[src/rtl/alu_seq_pkg.sv]
// Shared definitions for the multi-cycle decimal ALU: op codes, FSM states,
// error fill values and the double-dabble digit adjust helper.
package alu_seq_pkg;

    localparam logic [1:0] OP_SUM = 2'b00;
    localparam logic [1:0] OP_SUB = 2'b01;
    localparam logic [1:0] OP_MUL = 2'b10;
    localparam logic [1:0] OP_DIV = 2'b11;

    typedef enum logic [1:0] {
        IDLE = 2'b00,
        CALC = 2'b01,
        CONV = 2'b10,
        DONE = 2'b11
    } state_t;

    // Result bit fill and BCD digit fill used for divide errors
    localparam logic       RES_ERR_BIT   = 1'b1;
    localparam logic [3:0] BCD_ERR_DIGIT = 4'hF;

    localparam logic [3:0] DABBLE_THRESH = 4'd5;
    localparam logic [3:0] DABBLE_ADD    = 4'd3;

    // Double-dabble pre-shift correction of one BCD digit
    function automatic logic [3:0] dabble_adj(input logic [3:0] d);
        return (d >= DABBLE_THRESH) ? 4'(d + DABBLE_ADD) : d;
    endfunction

endpackage

[src/rtl/bin2bcd_seq.sv]
// Iterative binary-to-BCD converter (double dabble), one bit per cycle.
// The load edge already performs the first shift (the adjust step on an
// all-zero digit field is a no-op), so WIDTH_IN shifts finish on the
// WIDTH_IN-th edge counted from and including the start edge; done pulses
// for the cycle after the last shift and bcd holds until the next start.
module bin2bcd_seq #(
    parameter int unsigned WIDTH_IN = 16,
    parameter int unsigned DIGITS   = 5
) (
    input  logic                  clk,
    input  logic                  rst_n,
    input  logic                  start,
    input  logic [WIDTH_IN-1:0]   bin,
    output logic                  busy,
    output logic                  done,
    output logic [4*DIGITS-1:0]   bcd
);
    import alu_seq_pkg::*;

    localparam int unsigned BCD_W = 4 * DIGITS;
    localparam int unsigned CNT_W = $clog2(WIDTH_IN + 1);

    logic [WIDTH_IN-1:0] bin_q;
    logic [CNT_W-1:0]    cnt_q;
    logic [BCD_W-1:0]    adj_c;

    // Add 3 to every digit >= 5 ahead of the shift
    always_comb begin
        adj_c = bcd;
        for (int i = 0; i < int'(DIGITS); i++) begin
            adj_c[4*i +: 4] = dabble_adj(bcd[4*i +: 4]);
        end
    end

    // Load-with-first-shift, then shift one bit per cycle until all bits consumed
    always_ff @(posedge clk or negedge rst_n) begin
        if (!rst_n) begin
            bin_q <= '0;
            cnt_q <= '0;
            busy  <= 1'b0;
            done  <= 1'b0;
            bcd   <= '0;
        end else begin
            done <= 1'b0;
            if (start && !busy) begin
                bcd   <= BCD_W'(bin[WIDTH_IN-1]);
                bin_q <= bin << 1;
                cnt_q <= CNT_W'(1);
                busy  <= 1'b1;
            end else if (busy) begin
                {bcd, bin_q} <= {adj_c, bin_q} << 1;
                cnt_q        <= cnt_q + CNT_W'(1);
                if (cnt_q == CNT_W'(WIDTH_IN - 1)) begin
                    busy <= 1'b0;
                    done <= 1'b1;
                end
            end
        end
    end

endmodule

[src/rtl/alu_seq.sv]
// Multi-cycle decimal ALU: SUM/SUB in one cycle, shift-add MUL and restoring
// DIV one bit per cycle, then an iterative binary-to-BCD conversion.
// Build option ALU_SEQ_DIV_EN: when undefined the divider is not built and
// every DIV request returns the divide-error response.
module alu_seq #(
    parameter int unsigned WIDTH  = 8,
    parameter int unsigned DIGITS = 5
) (
    input  logic                  clk,
    input  logic                  rst_n,
    input  logic                  start,
    input  logic [WIDTH-1:0]      in1,
    input  logic [WIDTH-1:0]      in2,
    input  logic [1:0]            op,
    output logic                  ready,
    output logic                  done,
    output logic [2*WIDTH-1:0]    result,
    output logic [4*DIGITS-1:0]   bcd,
    output logic                  zero,
    output logic                  error
);
    import alu_seq_pkg::*;

    localparam int unsigned RES_W = 2 * WIDTH;
    localparam int unsigned BCD_W = 4 * DIGITS;
    localparam int unsigned CNT_W = $clog2(WIDTH + 1);

    state_t state_q, state_d;

    logic [WIDTH-1:0] in1_q, in2_q;
    logic [1:0]       op_q;
    logic             err_q;
    logic [RES_W-1:0] res_q;
    logic [CNT_W-1:0] cnt_q;

    logic [RES_W-1:0] acc_q, mcand_q;
    logic [WIDTH-1:0] mplr_q;

    logic             accept_c, err_c, calc_last_c, conv_start_c;
    logic [RES_W-1:0] prod_nxt_c, calc_res_c;

    logic             conv_busy, conv_done;
    logic [BCD_W-1:0] conv_bcd;

`ifdef ALU_SEQ_DIV_EN
    logic [WIDTH:0]   rem_q;
    logic [WIDTH-1:0] quo_q;
    logic [WIDTH:0]   rem_sh_c, rem_nxt_c;
    logic [WIDTH-1:0] quo_nxt_c;

    // One restoring-division step: shift in next dividend bit, subtract if it fits
    always_comb begin
        rem_sh_c  = {rem_q[WIDTH-1:0], quo_q[WIDTH-1]};
        rem_nxt_c = rem_sh_c;
        quo_nxt_c = quo_q << 1;
        if (rem_sh_c >= {1'b0, in2_q}) begin
            rem_nxt_c = rem_sh_c - {1'b0, in2_q};
            quo_nxt_c = (quo_q << 1) | WIDTH'(1);
        end
    end
`endif

    // Request acceptance and error classification of the incoming request
    always_comb begin
        accept_c = (state_q == IDLE) && ready && start;
        err_c    = (op == OP_SUB) && (in1 < in2);
`ifdef ALU_SEQ_DIV_EN
        if ((op == OP_DIV) && (in2 == '0)) err_c = 1'b1;
`else
        if (op == OP_DIV) err_c = 1'b1;
`endif
    end

    // Arithmetic result as it will stand after the current CALC edge
    always_comb begin
        prod_nxt_c  = acc_q + (mplr_q[0] ? mcand_q : '0);
        calc_last_c = (op_q == OP_SUM) || (op_q == OP_SUB) ||
                      (cnt_q == CNT_W'(WIDTH - 1));
        calc_res_c  = '0;
        case (op_q)
            OP_SUM:  calc_res_c = RES_W'(in1_q) + RES_W'(in2_q);
            OP_SUB:  calc_res_c = RES_W'(in1_q - in2_q);
            OP_MUL:  calc_res_c = prod_nxt_c;
`ifdef ALU_SEQ_DIV_EN
            OP_DIV:  calc_res_c = RES_W'(quo_nxt_c);
`endif
            default: calc_res_c = '0;
        endcase
    end

    // FSM state register
    always_ff @(posedge clk or negedge rst_n) begin
        if (!rst_n) state_q <= IDLE;
        else        state_q <= state_d;
    end

    // FSM next state and converter launch
    always_comb begin
        state_d      = state_q;
        conv_start_c = 1'b0;
        case (state_q)
            IDLE: begin
                if (accept_c) state_d = err_c ? DONE : CALC;
            end
            CALC: begin
                if (calc_last_c && !conv_busy) begin
                    state_d      = CONV;
                    conv_start_c = 1'b1;
                end
            end
            CONV: begin
                if (conv_done) state_d = DONE;
            end
            DONE:    state_d = IDLE;
            default: state_d = IDLE;
        endcase
    end

    // Operand capture, iterative datapath and registered outputs
    always_ff @(posedge clk or negedge rst_n) begin
        if (!rst_n) begin
            ready   <= 1'b1;
            done    <= 1'b0;
            result  <= '0;
            bcd     <= '0;
            zero    <= 1'b0;
            error   <= 1'b0;
            in1_q   <= '0;
            in2_q   <= '0;
            op_q    <= OP_SUM;
            err_q   <= 1'b0;
            res_q   <= '0;
            cnt_q   <= '0;
            acc_q   <= '0;
            mcand_q <= '0;
            mplr_q  <= '0;
`ifdef ALU_SEQ_DIV_EN
            rem_q   <= '0;
            quo_q   <= '0;
`endif
        end else begin
            done <= (state_q == DONE);

            if (accept_c) begin
                ready   <= 1'b0;
                in1_q   <= in1;
                in2_q   <= in2;
                op_q    <= op;
                err_q   <= err_c;
                cnt_q   <= '0;
                acc_q   <= '0;
                mcand_q <= RES_W'(in1);
                mplr_q  <= in2;
`ifdef ALU_SEQ_DIV_EN
                rem_q   <= '0;
                quo_q   <= in1;
`endif
                if (err_c) begin
                    res_q <= (op == OP_SUB) ? '0 : {RES_W{RES_ERR_BIT}};
                end
            end else if (done) begin
                ready <= 1'b1;
            end

            // Iterate while more bits remain; the final step is taken via calc_res_c
            if ((state_q == CALC) && !calc_last_c) begin
                cnt_q   <= cnt_q + CNT_W'(1);
                acc_q   <= prod_nxt_c;
                mcand_q <= mcand_q << 1;
                mplr_q  <= mplr_q >> 1;
`ifdef ALU_SEQ_DIV_EN
                rem_q   <= rem_nxt_c;
                quo_q   <= quo_nxt_c;
`endif
            end

            if (conv_start_c) res_q <= calc_res_c;

            if (state_q == DONE) begin
                result <= res_q;
                zero   <= (res_q == '0);
                error  <= err_q;
                if (err_q) bcd <= (op_q == OP_SUB) ? '0 : {DIGITS{BCD_ERR_DIGIT}};
                else       bcd <= conv_bcd;
            end
        end
    end

    bin2bcd_seq #(
        .WIDTH_IN (RES_W),
        .DIGITS   (DIGITS)
    ) u_bin2bcd (
        .clk   (clk),
        .rst_n (rst_n),
        .start (conv_start_c),
        .bin   (calc_res_c),
        .busy  (conv_busy),
        .done  (conv_done),
        .bcd   (conv_bcd)
    );

endmodule

[config.mk]
export PLATFORM = sky130hd
export DESIGN_NAME = alu_seq
export DESIGN_NICKNAME = d
export VERILOG_FILES = /design/src/rtl/alu_seq_pkg.sv /design/src/rtl/bin2bcd_seq.sv /design/src/rtl/alu_seq.sv
export SDC_FILE = /design/constraint.sdc
export NUM_CORES = 1
export LEC_CHECK = 0
export BUFFER_PORTS_ARGS = -buffer_cell sky130_fd_sc_hd__buf_4
export CAP_MARGIN = 25
export CORE_MARGIN = 2
export CORE_UTILIZATION = 55
export DETAILED_ROUTE_END_ITERATION = 16
export PLACE_DENSITY = 0.74
export SYNTH_ARGS = -nofsm -noshare
export SYNTH_HDL_FRONTEND = slang
export SYNTH_SLANG_ARGS = --single-unit
[constraint.sdc]
create_clock -name clk -period 3 [get_ports clk]
set_clock_uncertainty 0.05 [all_clocks]
set_input_delay 0.3 -clock clk [delete_from_list [all_inputs] [get_ports clk]]
set_output_delay 0.3 -clock clk [all_outputs]
set_load 0.01 [all_outputs]
### After elaboration in Yosys (flattened, before gate mapping)

Cells that the tools add are included.

| cells by class | value |
|---|---|
| add/subtract/negate cells | 10 |
| $mul | 0 |
| div/mod/pow operators | 0 |
| $lt $le $gt $ge | 6 |
| equality and inequality tests | 12 |
| shift-type cells | 0 |
| mux-type cells | 43 |
| bitwise logic cells | 0 |
| reductions and logical operators | 20 |

Operator list:

| operator | count |
|---|---|
| two-way mux 16 bit | 11 |
| two-way mux 20 bit | 4 |
| case mux 16 bit (3 select lines) | 1 |
| two-way mux 4 bit | 6 |
| greater-or-equal comparator 4 x 3 -> 1 bit (second input constant) | 5 |
| adder 16 bit | 1 |
| adder 4 x 2 -> 4 bit (second input constant) | 4 |
| logical NOT 16 bit | 1 |
| two-way mux 8 bit | 2 |
| two-way mux 1 bit | 11 |
| two-way mux 5 bit | 2 |
| nonzero test 2 bit | 5 |
| adder 8 x 8 -> 9 bit | 1 |
| subtractor 8 x 8 -> 9 bit | 1 |
| == test 2 bit (second input constant) | 4 |
| < comparator 8 bit | 1 |
| two-way mux 2 bit | 4 |
| case mux 2 bit (4 select lines) | 1 |
| == test 2 x 1 -> 1 bit (second input constant) | 3 |
| logical AND 1 bit | 6 |
| adder 5 x 1 -> 5 bit (second input constant) | 1 |
| == test 5 x 4 -> 1 bit (second input constant) | 1 |
| adder 4 x 1 -> 4 bit (second input constant) | 1 |
| == test 4 x 3 -> 1 bit (second input constant) | 1 |
| 9 further kinds | 13 |

| word-level totals | value |
|---|---|
| register bits | 164 |
| latch bits | 0 |
| memory bits (writable) | 0 |
| ROM bits | 0 |
| input port bits | 21 |
| output and inout port bits | 40 |
| memories kept | 0 |

### Longest topological paths before layout

| logic depth | value |
|---|---|
| depth in word-level cells | 8 |
| gate-level depth with buffers | 11 |

### By module

From an unflattened synthesis, not the netlist that was laid out.

| unflattened totals | value |
|---|---|
| cells, all modules | 966 |
| area, all modules | 9148.8 um^2 |

By module, submodules not included:

| module | times used | cells an instance | area each (um^2) | seq. area each (um^2) |
|---|---|---|---|---|
| alu_seq | 1 | 749 | 6906.6 | 3029.2 |
| bin2bcd_seq | 1 | 217 | 2242.2 | 1051.0 |

### Worst setup path after synthesis

OpenSTA, ideal clock, no wires.

| timing | value |
|---|---|
| kind | flip-flop to flip-flop |
| start | register mplr_q[0] |
| end | register u_bin2bcd.bin_q[13] |
| arrival | 2.272 ns |
| required time | 2.821 ns |
| setup slack | 0.548 ns |
| stages on the path, launching flop included | 11 |
| period minus slack after synthesis | 2.452 ns |
| cell sequence | dfrtp_1 -> and2_1 -> ha_1 -> fa_1 -> a21o_1 -> nand4_1 -> a21oi_1 -> o21a_2 -> a221oi_4 -> xor2_1 -> a21oi_1 |

| on the way | value |
|---|---|
| longest elaborated chain between the ends | 4 |

Ends and longest elaborated chain:

| item | line | text |
|---|---|---|
| start: declaration | alu_seq.sv:37 | `logic [WIDTH-1:0] mplr_q;` |
| start signal: assignment | alu_seq.sv:153 | `mplr_q <= in2;` |
| start signal: assignment | alu_seq.sv:170 | `mplr_q <= mplr_q >> 1;` |
| two-way mux 16 bit | alu_seq.sv:76 | `prod_nxt_c = acc_q + (mplr_q[0] ? mcand_q : '0);` |
| adder 16 bit | alu_seq.sv:76 |  |
| case mux 16 bit (3 select lines) | alu_seq.sv:80 | `case (op_q)` |
| two-way mux 16 bit | bin2bcd_seq.sv:45 | `if (start && !busy) begin` |
| end signal: assignment | bin2bcd_seq.sv:47 | `bin_q <= bin << 1;` |
| end signal: assignment | bin2bcd_seq.sv:51 | `{bcd, bin_q} <= {adj_c, bin_q} << 1;` |
| end: declaration | bin2bcd_seq.sv:23 | `logic [WIDTH_IN-1:0] bin_q;` |

No other way between the ends.
A chain may end at the register's enable or synchronous reset.

### Worst setup path after layout

| timing | value |
|---|---|
| start | register mplr_q[0] |
| end | register u_bin2bcd.bin_q[11] |

The elaborated chain is that of the path after synthesis.

==> metrics.yaml <==
status: "finished clean"
drv_slew: 0
fin_cells: 1230
cap_violations: 0
max-slew-margin-rel_pct: 50.9
hold_viol: 0
fin_crit_ns: 2.65
synth_cell_type_count: 68
place.port_buffers: 60
worstMarginPinSlew_ns: 0.737
std_cell_rows: 46
synth_area_leaders: "dfrtp_1 (46%), ha_1 (7.7%), nand2_1 (5.9%), o21ai_0 (3.9%), inv_1 (2.7%)"
cts_buffer_depth: 2
crit_required_ns: 3.25
ioPinCount: 61
fin_ws_ns: 0.349
viasPerCell: 5.79
hold_path_class: "in -> reg"
path_max_fanout: 15
critPathKind: "reg -> reg"
crit_buf_inv: 1
ys_seq_elements: 163
gp_congestion: 0.903
place_ws_ns: 0.398
drcViolationCount: 0
grt_max_degree: 84
p_leak_nw: 4.63
fin_crit_sh_pct: 88.4
cp.arrival_ns: 2.91
track_usage_pct: 25.2
clk_pin_slew_ns: 0.07
slowest_delay_ns: 0.40
antenna_cells: 0
dieArea_mm2: 0.0172
ff2ff_setup_slack_ns: 0.35
wl_per_cell_um: 16.4
tns_ns: 0
fmax_ghz: 0.377
powerDensity_mw_per_mm2: 450
synth_top_area_share_pct: 45.6
crit_path_end_kind: "flip-flop"
synth_nets: 1036
synth.avg_cell_area_um2: 9.28
synth-async-reset-ratio_pct: 100
cts_setup_buffers: 0
r2r-end: "u_bin2bcd.bin_q[11]$_DFFE_PN0P_"
fillers: 1346
wl_met2_um: 9320
synthFlopType: "dfrtp_1"
critPathTopFamily: "compound AO/OA/AOI/OAI gates"
drt-met1-wl_um: 9550
cts_tree: "built"
highest_layer: "met4"
grt_pass1_vias: 6817
r2r_start: "mplr_q[0]$_DFFE_PN0P_"
drive_above_1_share_pct: 15.0
syn-cell-area_mm2: 0.00888
hpwl_um: 14000
min_to: "op_q[1]$_DFFE_PN0P_"
reg2reg_depth: 10
finalNetCount: 1082
clock_latency_ns: 0.43
via_count: 7119
synth_edf_count: 0
cts-root-buf: "clkbuf_16"
dr.first_iter.drc_count: 663
grt_antenna_before_repair: 0
cpMostUsedCell: "a31oi_1"
setup_viol: 0
synth_area_leader_cell: "dfrtp_1"
area_delta_synth_final_pct: 14.8
drt.antenna.violating_nets: 0
start_util_pct: 56.1
grt_pass1_wl_um: 34100
wl_met3_um: 973
worstHoldStart: "op[1]"
die-height_um: 131
cp_slowest_cell: "dfrtp_1"
drt_first_pass_iters: 5
overflow: 0
final_common_cell: "dfrtp_1"
cts.sinks: 163
layout_common_cells: "dfrtp_1 (162), nand2_1 (139), buf_4 (74)"
placed_cells_incl_taps: 1199
rsz0062_at_grt: "false"
h-tree-depth: 4
start_kind: "flip-flop"
vdd_drop_max_mv: 0.410
ys_seq_area_share_pct: 45.9
synth_warnings: 0
syn_inst: 957
core_area_mm2: 0.0158
hold_depth: 3
wl_um: 20200
die_w_um: 131
crit_chain: "buf_4 > and2_1 > ha_1 > a21o_1 > a31oi_1 > a21oi_1 > o21a_2 > a21oi_2 > mux2i_1 > a31oi_1"
cts_made_buffers: 17
[layout make-up]
type | count | area (um^2) | area share, %
Clock inverter | 10 | 148 | 1.45
Timing Repair Buffer | 78 | 617 | 6.05
Sequential cell | 163 | 4080 | 40.0
Inverter | 66 | 248 | 2.43
Clock buffer | 20 | 467 | 4.58
Tap cell | 216 | 270 | 2.65
Multi-Input combinational cell | 677 | 4360 | 42.8
[sequential cells by signal, indices dropped and copies added (netlist names), 2 cells and up]
register         cells
mcand_q             16
in1_q                8
state_q              2
cnt_q                4
u_bin2bcd.cnt_q      5
result              16
bcd                 20
op_q                 2
mplr_q               8
acc_q               16
u_bin2bcd.bin_q     15
res_q               16
u_bin2bcd.bcd       20
in2_q                8
[routing by layer]
layer / track usage [%] / vias up
li1: - / 3432
met1: 36.2 / 3441
met2: 39.0 / 216
met3: 4.38 / 30
met4: 8.20 / 0
met5: 0 / -
[cell usage after synthesis (10+ instances only)]
cell      count
nand2b_1     10
a31oi_1      25
nand2_1     140
o211ai_1     22
xnor2_1      21
o21a_1       13
and2_1       19
o21ai_1      12
o21ai_0      70
a21oi_1      44
xor2_1       11
inv_1        64
o22ai_1      12
nand3_1      33
mux2_2       17
nor2_1       58
ha_1         55
dfrtp_1     162
clkbuf_1     39
[power breakdown]
group	switching, mW	internal (mW)
clock	0.909	1.38
combinational	0.0657	0.0326
sequential	0	2.20
[metrics by stage]
step,power (mW),area [um^2],util (%),hold WS (ns)
floorplan,2.26,8880,-,-0.0456
global placement,2.34,9570,60.5,0.227
detailed placement,2.34,9570,60.5,0.224
CTS,4.61,10200,64.4,0.0456
global route,4.72,10200,64.4,0.0668
finish,4.58,10200,64.4,0.0564
[worst register-to-register path: cells and delay by family, from the launching register on]
family / cells / cell delay [ns]
AO/OA/AOI/OAI: 6 / 1.13
adder cells (fa/ha/maj): 1 / 0.35
buffers and inverters: 1 / 0.18
flip-flops: 1 / 0.40
multiplexers: 1 / 0.27
AND/OR/NAND/NOR: 1 / 0.15
[what timing repair did]
action | 4_1_cts | 5_1_grt
gates resized for setup | 0 | 0
hold endpoints to repair | 49 | 0
hold buffers | 1 | 0
[cells by family (layout without fill, tap and decap cells)]
family | Yosys count | in the layout | synth area share (%)
fa+ha+maj | 58 | 58 | 8.42
compound gates | 260 | 260 | 19.1
buf+inv | 117 | 174 | 5.07
flops | 163 | 163 | 45.9
simple gates | 303 | 303 | 15.4
xor+xnor | 32 | 32 | 3.16
mux | 24 | 24 | 2.94
[worst max path at each step]
stage | start | endpoint | slack, ns | cells after the start
2_1_floorplan | mplr_q[0]$_DFFE_PN0P_ | u_bin2bcd.bin_q[13]$_DFFE_PN0P_ | 0.55 | 10
3_3_place_gp | mcand_q[0]$_DFFE_PN0P_ | u_bin2bcd.bin_q[11]$_DFFE_PN0P_ | 0.46 | 10
4_1_cts | mplr_q[0]$_DFFE_PN0P_ | u_bin2bcd.bin_q[11]$_DFFE_PN0P_ | 0.34 | 10
6_report | mplr_q[0]$_DFFE_PN0P_ | u_bin2bcd.bin_q[11]$_DFFE_PN0P_ | 0.35 | 10
3_5_place_dp | mplr_q[0]$_DFFE_PN0P_ | u_bin2bcd.bin_q[11]$_DFFE_PN0P_ | 0.40 | 10
5_1_grt | mplr_q[0]$_DFFE_PN0P_ | res_q[15]$_DFFE_PN0P_ | 0.20 | 10
No activity file was read; power rests on OpenSTA's default activity.
